==> config.mk <==
export PLATFORM = sky130hd
export DESIGN_NAME = jtag_host
export DESIGN_NICKNAME = d
export VERILOG_FILES = /design/src/rtl/jtag_pa_pkg.sv /design/src/rtl/jtag_host.sv
export SDC_FILE = /design/constraint.sdc
export NUM_CORES = 1
export LEC_CHECK = 0
export CAP_MARGIN = 0
export CORE_AREA = 8 8 83 85
export DETAILED_ROUTE_END_ITERATION = 12
export DIE_AREA = 0 0 91 93
export PLACE_DENSITY_LB_ADDON = 0.1
export SLEW_MARGIN = 0
export SYNTH_ARGS = -nofsm -noshare
export SYNTH_HDL_FRONTEND = slang
export SYNTH_SLANG_ARGS = --single-unit
==> constraint.sdc <==
create_clock -name i_clk -period 8 [get_ports i_clk]
set_input_delay 1.6 -clock i_clk [delete_from_list [all_inputs] [get_ports i_clk]]
set_output_delay 1.6 -clock i_clk [all_outputs]
set_load 0.005 [all_outputs]
==> src/rtl/jtag_pa_pkg.sv <==
// Shared definitions for the JTAG host: scan width, host states, step counts and scan-step helpers.
// Steps are numbered from 1 within a scan; step 0 is the idle-to-scan handoff cycle.
package jtag_pa;
   localparam int REG_W        = 8;
   localparam int RESET_STEPS  = 5;
   localparam int DR_PRE_STEPS = 3;
   localparam int IR_PRE_STEPS = 4;
   localparam int POST_STEPS   = 2;
   localparam int STEP_W       = $clog2(REG_W + 7);
   localparam int IDX_W        = $clog2(REG_W);

   typedef enum logic [1:0] {RESET_SEQ, IDLE, SCAN} host_state_e;

   // Position inside the shift window; outside [0, REG_W) the step is not a shift step.
   function automatic int shift_idx(input logic is_ir, input logic [STEP_W-1:0] step);
      return int'(step) - 1 - (is_ir ? IR_PRE_STEPS : DR_PRE_STEPS);
   endfunction

   function automatic logic scan_tms(input logic is_ir, input logic [STEP_W-1:0] step);
      int i;
      int k;
      i = int'(step) - 1;
      k = shift_idx(is_ir, step);
      if (k < 0) return is_ir ? (i < 2) : (i == 0);
      if (k < REG_W) return k == REG_W - 1;
      return k == REG_W;
   endfunction

   function automatic logic [STEP_W-1:0] last_step(input logic is_ir);
      return STEP_W'((is_ir ? IR_PRE_STEPS : DR_PRE_STEPS) + REG_W + POST_STEPS);
   endfunction
endpackage

==> src/rtl/jtag_host.sv <==
// JTAG initiator: one IR/DR scan per accepted request, TCK = i_clk/2, TDI/TDO MSB first; o_ready low while scanning.
// Optional active-low TAP reset pin o_trst_n when JTAG_HOST_TRST_EN is defined.
module jtag_host
   import jtag_pa::*;
(
   input  logic             i_clk,
   input  logic             i_rst,
   input  logic             i_valid,
   output logic             o_ready,
   input  logic             i_isIr,
   input  logic [REG_W-1:0] i_data,
   output logic             o_rspValid,
   output logic [REG_W-1:0] o_rspData,
   output logic             o_tck,
   output logic             o_tms,
   output logic             o_tdi,
`ifdef JTAG_HOST_TRST_EN
   output logic             o_trst_n,
`endif
   input  logic             i_tdo
);

   host_state_e       state_q, state_d;
   logic [STEP_W-1:0] step_q, step_d, step_nxt;
   logic              phase_q, phase_d;
   logic              tck_q, tck_d;
   logic              tms_q, tms_d;
   logic              tdi_q, tdi_d;
   logic              ready_q, ready_d;
   logic              rsp_vld_q, rsp_vld_d;
   logic [REG_W-1:0]  rsp_dat_q, rsp_dat_d;
   logic [REG_W-1:0]  cap_q, cap_d;
   logic              is_ir_q, is_ir_d;
   logic [REG_W-1:0]  data_q, data_d;
   int                cur_idx;
   int                nxt_idx;

   always_comb begin
      state_d   = state_q;
      step_d    = step_q;
      phase_d   = phase_q;
      tck_d     = tck_q;
      tms_d     = tms_q;
      tdi_d     = tdi_q;
      ready_d   = ready_q;
      rsp_vld_d = 1'b0;
      rsp_dat_d = rsp_dat_q;
      cap_d     = cap_q;
      is_ir_d   = is_ir_q;
      data_d    = data_q;
      step_nxt  = step_q + STEP_W'(1);
      cur_idx   = shift_idx(is_ir_q, step_q);
      nxt_idx   = shift_idx(is_ir_q, step_nxt);
      case (state_q)
         RESET_SEQ: begin
            phase_d = ~phase_q;
            tck_d   = ~phase_q;
            if (phase_q) begin
               if (step_q == STEP_W'(RESET_STEPS)) begin
                  state_d = IDLE;
                  ready_d = 1'b1;
                  tms_d   = 1'b0;
               end else begin
                  step_d = step_nxt;
                  tms_d  = step_nxt < STEP_W'(RESET_STEPS);
               end
            end
         end
         IDLE: begin
            tck_d = 1'b0;
            tms_d = 1'b0;
            tdi_d = 1'b0;
            // Entering with phase high makes the next edge load step 1's LOW phase.
            if (i_valid && ready_q) begin
               state_d = SCAN;
               ready_d = 1'b0;
               is_ir_d = i_isIr;
               data_d  = i_data;
               step_d  = '0;
               phase_d = 1'b1;
            end
         end
         SCAN: begin
            phase_d = ~phase_q;
            tck_d   = ~phase_q;
            if (!phase_q) begin
               if (cur_idx >= 0 && cur_idx < REG_W) cap_d = {cap_q[REG_W-2:0], i_tdo};
            end else if (step_q == last_step(is_ir_q)) begin
               state_d   = IDLE;
               ready_d   = 1'b1;
               rsp_vld_d = 1'b1;
               rsp_dat_d = cap_q;
               tms_d     = 1'b0;
               tdi_d     = 1'b0;
            end else begin
               step_d = step_nxt;
               tms_d  = scan_tms(is_ir_q, step_nxt);
               tdi_d  = (nxt_idx >= 0 && nxt_idx < REG_W) ? data_q[IDX_W'(REG_W - 1 - nxt_idx)] : 1'b0;
            end
         end
         default: state_d = RESET_SEQ;
      endcase
   end

   always_ff @(posedge i_clk or posedge i_rst) begin
      if (i_rst) begin
         state_q   <= RESET_SEQ;
         step_q    <= '0;
         phase_q   <= 1'b0;
         tck_q     <= 1'b0;
         tms_q     <= 1'b1;
         tdi_q     <= 1'b0;
         ready_q   <= 1'b0;
         rsp_vld_q <= 1'b0;
         rsp_dat_q <= '0;
         cap_q     <= '0;
         is_ir_q   <= 1'b0;
         data_q    <= '0;
      end else begin
         state_q   <= state_d;
         step_q    <= step_d;
         phase_q   <= phase_d;
         tck_q     <= tck_d;
         tms_q     <= tms_d;
         tdi_q     <= tdi_d;
         ready_q   <= ready_d;
         rsp_vld_q <= rsp_vld_d;
         rsp_dat_q <= rsp_dat_d;
         cap_q     <= cap_d;
         is_ir_q   <= is_ir_d;
         data_q    <= data_d;
      end
   end

`ifdef JTAG_HOST_TRST_EN
   logic trst_q, trst_d;

   // Released when the reset sequence moves from its second step into its third.
   assign trst_d = trst_q | (state_q == RESET_SEQ && phase_q && step_q == STEP_W'(1));

   always_ff @(posedge i_clk or posedge i_rst) begin
      if (i_rst) trst_q <= 1'b0;
      else       trst_q <= trst_d;
   end

   assign o_trst_n = trst_q;
`endif

   assign o_ready    = ready_q;
   assign o_rspValid = rsp_vld_q;
   assign o_rspData  = rsp_dat_q;
   assign o_tck      = tck_q;
   assign o_tms      = tms_q;
   assign o_tdi      = tdi_q;

endmodule

* Word level (Yosys, flattened, before mapping)
Index checks and enable logic that the tools add are counted.
Word-level totals: bits in registers 37, input port bits 13, logic and storage cells 111, output and inout port bits 13
Operators by class: reduce and logical (&&, ||, !) cells 18, equality and inequality tests 13, add/sub/neg operators 8, muxes and demuxes 51, order comparisons 8, bitwise operators 1
Operator list (count):
- 32-bit by 1-bit greater-or-equal comparator with 1-bit output (second input constant) | 1
- 32-bit zero test | 1
- 32-bit by 5-bit less-than comparator with 1-bit output (second input constant) | 1
- 1-bit two-way mux | 32
- 4-bit two-way mux | 5
- 2-bit != test (second input constant) | 7
- 4-bit case mux with 3 select lines | 1
- 6-bit AND reduction | 2
- 5-bit by 4-bit subtractor with 6-bit output | 2
- 2-bit two-way mux | 5
- 4-bit by 1-bit subtractor with 5-bit output (second input constant) | 2
- 3-bit AND reduction | 3
- 6-bit by 4-bit == test with 1-bit output (second input constant) | 1
- 6-bit by 5-bit == test with 1-bit output (second input constant) | 1
- 6-bit by 1-bit greater-or-equal comparator with 1-bit output (second input constant) | 1
- 6-bit by 1-bit less-than comparator with 1-bit output (second input constant) | 1
- 6-bit by 5-bit less-than comparator with 1-bit output (second input constant) | 1
- 1-bit case mux with 2 select lines | 3
- 1-bit case mux with 3 select lines | 2
- 2-bit case mux with 3 select lines | 1
- 2-bit AND reduction | 3
- 3-bit by 5-bit less-than comparator with 1-bit output (second input constant) | 1
- 5-bit by 3-bit less-than comparator with 1-bit output (second input constant) | 1
- 5-bit AND reduction | 1
- other kinds (17) | 20

* Longest topological paths before layout
Gate-level depths: netlist (run 1).
depth in word-level cells 17, mapped depth 12, depth with buffers taken out 10

* Worst setup path after synthesis (run 1)
OpenSTA, ideal clock, no wires.
kind register -> register, from register step_q[1], to register cap_q[0], library setup time 0.128 ns, arrival time 2.534 ns, required time 7.872 ns, slack 5.339 ns, clock period less this slack 2.661 ns, buffers on the path 2, stages on the path, launching flop included 13, cell sequence dfrtp_1 -> buf_2 -> inv_1 -> ha_1 -> inv_1 -> ha_1 -> nor2b_1 -> o21ai_1 -> a21oi_1 -> nor4b_1 -> o21a_1 -> buf_2 -> mux2_1
On the way: word-level cells in the longest chain between the ends 5, elaborated cells on any way between the ends 6, classes of those cells 2 x add/sub; 2 x order compare; 2 x reduce/logical
Ends and longest elaborated chain:
- start, declared | RTL line jtag_host.sv:24 | logic [STEP_W-1:0] step_q, step_d, step_nxt;
- start signal, assigned | RTL line jtag_host.sv:121 | step_q <= step_d;
- 4-bit by 1-bit subtractor with 5-bit output * | RTL line jtag_pa_pkg.sv:16 | return int'(step) - 1 - (is_ir ? IR_PRE_STEPS : DR_PRE_STEPS);
- 5-bit by 4-bit subtractor with 6-bit output * | RTL line jtag_pa_pkg.sv:16
- 32-bit by 1-bit greater-or-equal comparator with 1-bit output / 32-bit by 5-bit less-than comparator with 1-bit output (equally long branches) | RTL line jtag_host.sv:87 | if (cur_idx >= 0 && cur_idx < REG_W) cap_d = {cap_q[REG_W-2:0], i_tdo};
- 1-bit logical AND * | RTL line jtag_host.sv:87
- 3-bit AND reduction (no line) *
- end signal, assigned | RTL line jtag_host.sv:129 | cap_q <= cap_d;
- end, declared | RTL line jtag_host.sv:32 | logic [REG_W-1:0] cap_q, cap_d;
Every way passes the cells marked *; elsewhere a longest branch is shown, timed or not. A chain may end at the register's enable or synchronous reset.

* Worst setup path after layout (run 1)
from register step_q[1], to register cap_q[2]
Same word-level chain as after synthesis.

==> flow_metrics.py, run 1 <==
metrics = {
    "status": {
        "status": "finished, final reports clean",
    },
    "floorplan": {
        "rows": 28,
        "initial_core_util": 0.385,
        "die_area_sq_mm": 0.00846,
        "core_area_sq_mm": 0.00568,
        "die_w_microns": 91,
        "chipHeight_microns": 93,
        "pin_count": 26,
    },
    "placed_design": {
        "gp_congestion": 0.922,
        "dpl.hpwl_microns": 3450,
        "portBuffers": 25,
        "place_inst": 287,
        "place_ws_ps": 4810,
    },
    "clocking": {
        "postCtsSetupBuffers": 0,
        "cts_hold_buf": 0,
        "cts_buffers": 5,
        "clk-insertion-delay-late_ps": 300,
        "htree_levels": 2,
        "cts_resized": 0,
        "cts_root_buf": "clkbuf_8",
        "clk_path_buf_depth": 2,
        "clkSlewWorstSetupHoldPaths_ps": 90,
        "cts.sinks": 37,
        "cts_tree": "done",
    },
    "cells_and_area": {
        "multi_input_area_sq_mm": 0.00118,
        "drive_gt1_frac": 0.173,
        "num-fill-cells": 531,
        "area_growth_pct": 18.6,
        "final_util": 0.457,
        "antenna_cells": 0,
        "regArea_sq_um": 927,
        "nNetsFinal": 249,
        "final_cells": 295,
    },
    "global_routing": {
        "antenna_found_initial": 0,
        "grt_first_pass_wirelength_microns": 8270,
        "grt_pass1_vias": 1715,
        "grt-ovfl-total": 0,
        "grt_max_degree": 38,
        "grt_usage": 0.119,
        "use_met2": 0.204,
        "grt_use_met1": 0.138,
        "busiest_layer": "met2",
        "use_met3": 0.0369,
    },
    "timing": {
        "clock-skew-final_ps": 9.15,
        "fin_crit_ps": 3010,
        "tns_ps": 0,
        "tightest_slew_ps": 516,
        "relSlewSlack": 0.655,
        "final_max_slew_viol_count": 0,
        "setup_viol": 0,
        "setup_ws_ps": 4990,
        "fmax_ghz": 0.332,
        "hold_viol_final": 0,
        "grt_setup_unrepaired": "false",
        "period_share": 0.376,
    },
    "route": {
        "viasPerCell": 5.35,
        "first_pass_iters": 4,
        "vias": 1579,
        "drtIter0Drc": 83,
        "antenna_left": 0,
        "drc_errors": 0,
        "drt_wl_total_microns": 4620,
        "wl_per_cell_microns": 15.7,
    },
    "yosys": {
        "yosysWarnings": 0,
        "avgSynthCellArea_sq_um": 11.3,
        "synth_edf_count": 0,
        "yosysSeqAreaShare": 0.424,
        "synth.largest_area_cell": "dfrtp_1",
        "syn_area_sq_mm": 0.00219,
        "syn_nets": 223,
        "synth_cell_types": 54,
        "netlist.area_leader.share": 0.412,
        "yosysMostFrequentCell": "dfrtp_1",
        "synth_cells": 193,
        "synth.area.top_cells": "dfrtp_1 (41%), mux2_2 (9.8%), ha_1 (8.6%), mux2_1 (4.1%), mux4_2 (2.1%)",
        "synth_common_cells": "dfrtp_1 (36), mux2_2 (19), ha_1 (15)",
        "ys.flop_type": "dfrtp_1",
        "ys_ff_latch": 37,
        "async_flop_share": 1.00,
    },
    "critical_path": {
        "crit_slowest_cell": "dfrtp_1",
        "startpoint_type": "register",
        "path_class": "register to register",
        "critPathRequiredTime_ps": 8180,
        "path_cells": "inv_1 -> ha_1 -> inv_1 -> ha_1 -> nor2b_1 -> o21ai_1 -> a21oi_1 -> nor4b_1 -> o21a_1 -> mux2_1",
        "critPathMaxFanout": 11,
        "cp-end-kind": "register",
        "crit_arrival_ps": 3190,
        "slowest_delay_ps": 560,
    },
    "power": {
        "sw_frac_of_total": 0.423,
        "powerDensity_mw_per_mm2": 386,
        "p_seq_frac": 0.311,
        "clock_power_share": 0.138,
        "p_int_w": 0.000578,
        "p_switching_w": 0.000423,
        "vdd_drop_max_uv": 163,
        "combPwrFrac": 0.550,
        "power.leakage_nw": 1.16,
        "power_w": 0.00100,
    },
    "hold_path": {
        "min_path_type": "register to register",
    },
    "flow_run": {
        "drv_cap": 0,
    },
}
kinds of logic after synthesis:
logic type | after synthesis | share of synthesized area
xor gates and xnor gates | 6 | 0.0240
and+or+nand+nor | 48 | 0.120
adders and majority gates | 17 | 0.104
DFF | 37 | 0.424
AOI/OAI and AO/OA | 35 | 0.118
buffers and inverters | 18 | 0.0366
muxes | 32 | 0.173
sequential cells by signal, indices dropped and copies added, names as in the netlist:
name and cells:
o_ready 1, step_q 4, o_tdi 1, cap_q 8, o_rspData 8, state_q 2, is_ir_q 1, phase_q 1
data_q 8, o_rspValid 1, o_tms 1, o_tck 1
layout make-up:
class | instances | area share
Multi-Input combinational cell | 138 | 0.455
Sequential cell | 37 | 0.357
Timing Repair Buffer | 26 | 0.0994
Tap cell | 75 | 0.0362
Clock buffer | 5 | 0.0265
Inverter | 11 | 0.0159
Clock inverter | 3 | 0.00965
per-layer routing:
metal / up-vias / wire length (microns)
li1: 756 / -
met1: 781 / 2000
met5: - / 0
met4: 0 / 59
met2: 36 / 2320
met3: 6 / 246
layout by cell type (no fill, tap or decap), drive strengths merged, types with 2 or more instances in the layout:
cell type	count
mux2	27
nand2b	2
mux4	2
and2	2
a21oi	5
nand3b	3
nand2	12
xor2	2
ha	15
o21a	2
clkdlybuf4s50	25
o31ai	5
nor2	8
and3	2
o21ai	10
xnor2	4
inv	12
fa	2
dfrtp	36
nor3	2
a211o	2
nand3	6
mux2i	3
nor2b	2
clkbuf	5
power by group through the flow:
stage / registers (W) / clock network, W / logic, W
global placement: 0.000314 / 0 / 0.000551
global route: 0.000323 / 0.000150 / 0.000624
floorplan: 0.000283 / 0 / 0.000451
detailed placement: 0.000316 / 0 / 0.000554
finish: 0.000312 / 0.000139 / 0.000551
CTS: 0.000312 / 0.000142 / 0.000558
path summary, 6_finish.rpt:
check,start,end,slack (ps),cells past startpoint
hold reg to reg,o_tck,o_tck,490,2
max in group asynchronous,i_rst,o_tms,5940,3
hold / removal,o_tck,o_tck,490,2
setup reg to reg,step_q[1],cap_q[2],4990,10
setup / recovery,step_q[1],cap_q[2],4990,10
min in group asynchronous,i_rst,o_rspData[7],1700,3
critical path, delay by kind of cell, from the launching register on:
family / cells / cell delay (ps)
buffers and inverters: 2 / 300
AOI/OAI and AO/OA: 3 / 610
muxes: 1 / 370
DFF: 1 / 560
adders and majority gates: 2 / 680
and+or+nand+nor: 2 / 380
through the flow:
step | hold WS [ps] | cell area, sq um
after floorplan | 452 | 2190
after global placement | 465 | 2500
after detailed placement | 473 | 2500
after CTS | 495 | 2590
after global routing | 531 | 2590
final | 486 | 2590
No activity file was read; power rests on OpenSTA's default activity.
==> run 2: changes to the inputs <==
==> constraint.sdc (replaced) <==
create_clock -name i_clk -period 3.1 [get_ports i_clk]
set_input_delay 0.62 -clock i_clk [delete_from_list [all_inputs] [get_ports i_clk]]
set_output_delay 0.62 -clock i_clk [all_outputs]
set_load 0.005 [all_outputs]
==> run 2 against run 1 <==
Effect of this change: hold slack improved by 12 ps; cell count increased by 1.4%; clock skew increased by 3.1 ps; non-clock buffer count increased by 4; via count decreased by 2.1%; final area increased by 1.0%; register-to-register slack got worse by 4600 ps.
==> flow_metrics.py, run 2 (synthesized netlist as in run 1, its figures left out) <==
metrics = {
    "cells_and_area": {
        "final_util": 0.462,
        "drive_gt1_frac": 0.188,
        "final_common_cell": "dfrtp_1",
        "antenna_cells": 0,
        "num-fill-cells": 547,
        "area_growth_pct": 19.8,
        "nNetsFinal": 253,
        "layout_common_cells": "dfrtp_1 (36), clkdlybuf4s50_1 (25), mux2_2 (19)",
    },
    "floorplan": {
        "rows": 28,
        "initial_core_util": 0.385,
        "die_w_microns": 91,
        "pin_count": 26,
        "core_area_sq_mm": 0.00568,
        "chipHeight_microns": 93,
        "die_area_sq_mm": 0.00846,
    },
    "timing": {
        "relSlewSlack": 0.648,
        "setup_viol": 0,
        "final_max_slew_viol_count": 0,
        "grt_setup_unrepaired": "false",
        "fmax_ghz": 0.365,
        "tns_ps": 0,
        "tightest_slew_ps": 515,
        "fin_crit_ps": 2740,
        "hold_viol_final": 0,
        "period_share": 0.883,
        "clock-skew-final_ps": 12.2,
    },
    "route": {
        "drtIter0Drc": 129,
        "first_pass_iters": 4,
        "wl_per_cell_microns": 15.8,
        "vias": 1546,
        "drt_wl_total_microns": 4730,
        "drc_errors": 0,
        "viasPerCell": 5.17,
        "antenna_left": 0,
    },
    "critical_path": {
        "cp-end-kind": "register",
        "critPathMaxFanout": 8,
        "startpoint_type": "register",
        "crit_arrival_ps": 2910,
        "critPathRequiredTime_ps": 3270,
        "path_class": "register to register",
    },
    "clocking": {
        "clk-insertion-delay-late_ps": 290,
        "postCtsSetupBuffers": 0,
        "cts.sinks": 37,
        "cts_tree": "done",
        "cts_buffers": 5,
        "cts_resized": 0,
        "cts_hold_buf": 0,
        "clkSlewWorstSetupHoldPaths_ps": 90,
        "clk_path_buf_depth": 2,
        "cts_root_buf": "clkbuf_8",
        "htree_levels": 2,
    },
    "hold_path": {
        "min_path_type": "register to register",
    },
    "global_routing": {
        "grt_max_degree": 38,
        "grt_pass1_vias": 1698,
        "antenna_found_initial": 0,
        "grt_first_pass_wirelength_microns": 8250,
        "grt_usage": 0.118,
        "grt-ovfl-total": 0,
    },
    "power": {
        "power.leakage_nw": 1.18,
        "powerDensity_mw_per_mm2": 1010,
        "vdd_drop_max_uv": 403,
    },
    "placed_design": {
        "portBuffers": 25,
        "dpl.hpwl_microns": 3500,
        "gp_congestion": 0.869,
    },
    "flow_run": {
        "drv_cap": 0,
    },
    "status": {
        "status": "finished, final reports clean",
    },
}
==> run 2: cell count changes in the layout (fill, tap and decap cells not counted) <==
cell	change
buf_4	+4
clkinv_2	+1
clkinv_4	-1
==> run 2: final cells by class <==
| cell class | instances | area, sq um | share of cell area |
|---|---|---|---|
| Clock buffer | 5 | 68.8 | 0.0263 |
| Clock inverter | 3 | 21.3 | 0.00812 |
| Inverter | 11 | 41.3 | 0.0158 |
| Multi-Input combinational cell | 138 | 1180 | 0.450 |
| Sequential cell | 37 | 927 | 0.354 |
| Tap cell | 75 | 93.8 | 0.0358 |
| Timing Repair Buffer | 30 | 288 | 0.110 |
==> run 2: worst paths after layout <==
| kind | start | endpoint | slack [ps] | cells past startpoint |
|---|---|---|---|---|
| worst max register to register | step_q[0] | cap_q[0] | 360 | 10 |
| min in group asynchronous | i_rst | o_rspData[7] | 730 | 3 |
| worst min-delay path | o_tck | o_tck | 500 | 2 |
| max in group asynchronous | i_rst | o_tms | 2010 | 3 |
| worst max-delay path | step_q[0] | cap_q[0] | 360 | 10 |
| worst min register to register | o_tck | o_tck | 500 | 2 |
==> run 2: report_power, final <==
group	leakage [nW]	internal, W	switching, W
clock network	0.0445	0.000160	0.000192
registers	0.478	0.000638	0.000130
logic	0.653	0.000724	0.000790
==> run 2: per-stage QoR <==
step	total power, W	hold WS, ps	std cells	cell area, sq um	setup WS [ps]
global placement	0.00228	467	291	2530	447
finish	0.00263	499	299	2620	364
global route	0.00286	527	299	2620	131
floorplan	0.00189	452	193	2190	439
CTS	0.00265	497	299	2620	353
detailed placement	0.00229	478	291	2530	375
==> run 2: critical path, stage by stage (launching register included) <==
cell,delay [ps]
dfrtp_1,390
inv_1,160
ha_1,310
inv_1,150
ha_1,240
nor2b_1,140
o21ai_1,150
a21oi_1,80
nor4b_1,240
o21a_1,400
mux2_1,360
==> run 2: layer usage <==
layer | up-vias | track usage | wire, microns
met5 | - | 0 | 0
met4 | 0 | 0.0382 | 63
met3 | 6 | 0.0296 | 170
met2 | 32 | 0.193 | 2290
met1 | 750 | 0.148 | 2200
li1 | 758 | - | -
==> run 3: changes to the inputs <==
--- a/config.mk
+++ b/config.mk
@@ -5,7 +5,7 @@
 export SDC_FILE = /design/constraint.sdc
 export NUM_CORES = 1
 export LEC_CHECK = 0
-export CAP_MARGIN = 0
+export CAP_MARGIN = 20
 export CORE_AREA = 8 8 83 85
 export DETAILED_ROUTE_END_ITERATION = 12
 export DIE_AREA = 0 0 91 93
==> constraint.sdc (replaced) <==
create_clock -name i_clk -period 3.4 [get_ports i_clk]
set_input_delay 0.68 -clock i_clk [delete_from_list [all_inputs] [get_ports i_clk]]
set_output_delay 0.68 -clock i_clk [all_outputs]
set_load 0.005 [all_outputs]
==> run 3 against run 2 <==
Effect of this change: die area is the same; critical path depth stayed put; sequential power is 4.0% lower; final area fell by 1.0%; global-route usage up 0.28 points; first-iteration DRC count decreased by 34%; largest power group unchanged; total power shrank 10%; critical path type unchanged; sequential share of layout area rose by 0.36 points; flip-flop and latch count unchanged; core utilization shrank 0.46 points.
==> flow_metrics.py, run 3 (synthesized netlist as in run 1, its figures left out) <==
metrics = {
    "floorplan": {
        "die_area_sq_mm": 0.00846,
        "initial_core_util": 0.385,
        "core_area_sq_mm": 0.00568,
        "rows": 28,
        "chipHeight_microns": 93,
        "die_w_microns": 91,
        "pin_count": 26,
    },
    "clocking": {
        "cts_buffers": 5,
        "clk_path_buf_depth": 2,
        "clkSlewWorstSetupHoldPaths_ps": 80,
        "clk-insertion-delay-late_ps": 290,
        "cts_root_buf": "clkbuf_8",
        "cts_hold_buf": 0,
        "postCtsSetupBuffers": 0,
        "cts_resized": 0,
        "htree_levels": 2,
        "cts_tree": "done",
        "cts.sinks": 37,
    },
    "status": {
        "status": "finished, final reports clean",
    },
    "global_routing": {
        "grt_first_pass_wirelength_microns": 8370,
        "grt_pass1_vias": 1696,
        "grt_max_degree": 20,
        "grt_usage": 0.121,
        "grt-ovfl-total": 0,
        "antenna_found_initial": 0,
    },
    "placed_design": {
        "gp_congestion": 0.845,
        "portBuffers": 25,
        "dpl.hpwl_microns": 3570,
        "place_ws_ps": 409,
    },
    "cells_and_area": {
        "drive_gt1_frac": 0.173,
        "num-fill-cells": 560,
        "final_util": 0.457,
        "layout_common_cells": "dfrtp_1 (36), clkdlybuf4s50_1 (25), mux2_2 (19)",
        "nNetsFinal": 249,
        "area_growth_pct": 18.6,
        "antenna_cells": 0,
        "final_common_cell": "dfrtp_1",
    },
    "timing": {
        "setup_viol": 0,
        "hold_viol_final": 0,
        "whs_ps": 486,
        "fmax_ghz": 0.332,
        "clock-skew-final_ps": 10.7,
        "final_max_slew_viol_count": 0,
        "fin_crit_ps": 3010,
        "tns_ps": 0,
        "setup_ws_ps": 388,
        "tightest_slew_ps": 795,
        "grt_setup_unrepaired": "false",
        "period_share": 0.886,
        "relSlewSlack": 0.470,
    },
    "route": {
        "wl_per_cell_microns": 16.0,
        "vias": 1555,
        "drtIter0Drc": 85,
        "antenna_left": 0,
        "drt_wl_total_microns": 4730,
        "viasPerCell": 5.27,
        "drc_errors": 0,
        "first_pass_iters": 4,
    },
    "critical_path": {
        "r2r_slack_ps": 390,
        "crit_arrival_ps": 3190,
        "startpoint_type": "register",
        "critPathRequiredTime_ps": 3580,
        "cp-end-kind": "register",
        "critPathMaxFanout": 11,
        "path_class": "register to register",
    },
    "power": {
        "vdd_drop_max_uv": 425,
        "power.leakage_nw": 1.16,
        "powerDensity_mw_per_mm2": 910,
    },
    "flow_run": {
        "drv_cap": 0,
    },
    "hold_path": {
        "min_path_type": "register to register",
    },
}
## run 3: cell type report
cell class | instances | area (sq um) | area share
Multi-Input combinational cell | 138 | 1180 | 0.455
Tap cell | 75 | 93.8 | 0.0362
Inverter | 11 | 41.3 | 0.0159
Timing Repair Buffer | 26 | 258 | 0.0994
Clock inverter | 3 | 25.0 | 0.00965
Sequential cell | 37 | 927 | 0.357
Clock buffer | 5 | 68.8 | 0.0265
## run 3: where the power goes
group	leakage (nW)	switching (W)	total (W)	internal, W
Combinational	0.634	0.000667	0.00130	0.000631
Clock	0.0447	0.000176	0.000324	0.000148
Sequential	0.478	0.000156	0.000737	0.000581
## run 3: through the flow
stage | instances | power, W | instance area [sq um]
after detailed placement | 287 | 0.00206 | 2500
final | 295 | 0.00236 | 2590
after global routing | 295 | 0.00259 | 2590
after floorplan | 193 | 0.00173 | 2190
after global placement | 287 | 0.00205 | 2500
after CTS | 295 | 0.00239 | 2590
## run 3: final timing paths
| path | from | endpoint | depth (start not counted) |
|---|---|---|---|
| min | o_tck | o_tck | 2 |
| min reg2reg | o_tck | o_tck | 2 |
| min in group asynchronous | i_rst | o_rspData[7] | 2 |
| max | step_q[1] | cap_q[3] | 10 |
| max in group asynchronous | i_rst | o_rspData[1] | 3 |
| max reg2reg | step_q[1] | cap_q[3] | 10 |
## run 3: routing by layer
metal  up-vias  GRT usage  routed length (microns)
li1        751          -                        -
met1       773      0.148                     2210
met2        23      0.201                     2290
met3         8     0.0313                      161
met4         0     0.0409                       68
met5         -          0                        0
## run 3: critical path: stages, from the launching register on
cell and delay (ps):
dfrtp_1 560, inv_1 200, ha_1 400, inv_1 100, ha_1 270, nor2b_1 130
o21ai_1 150, a21oi_1 90, nor4b_1 240, o21a_1 390, mux2_1 370
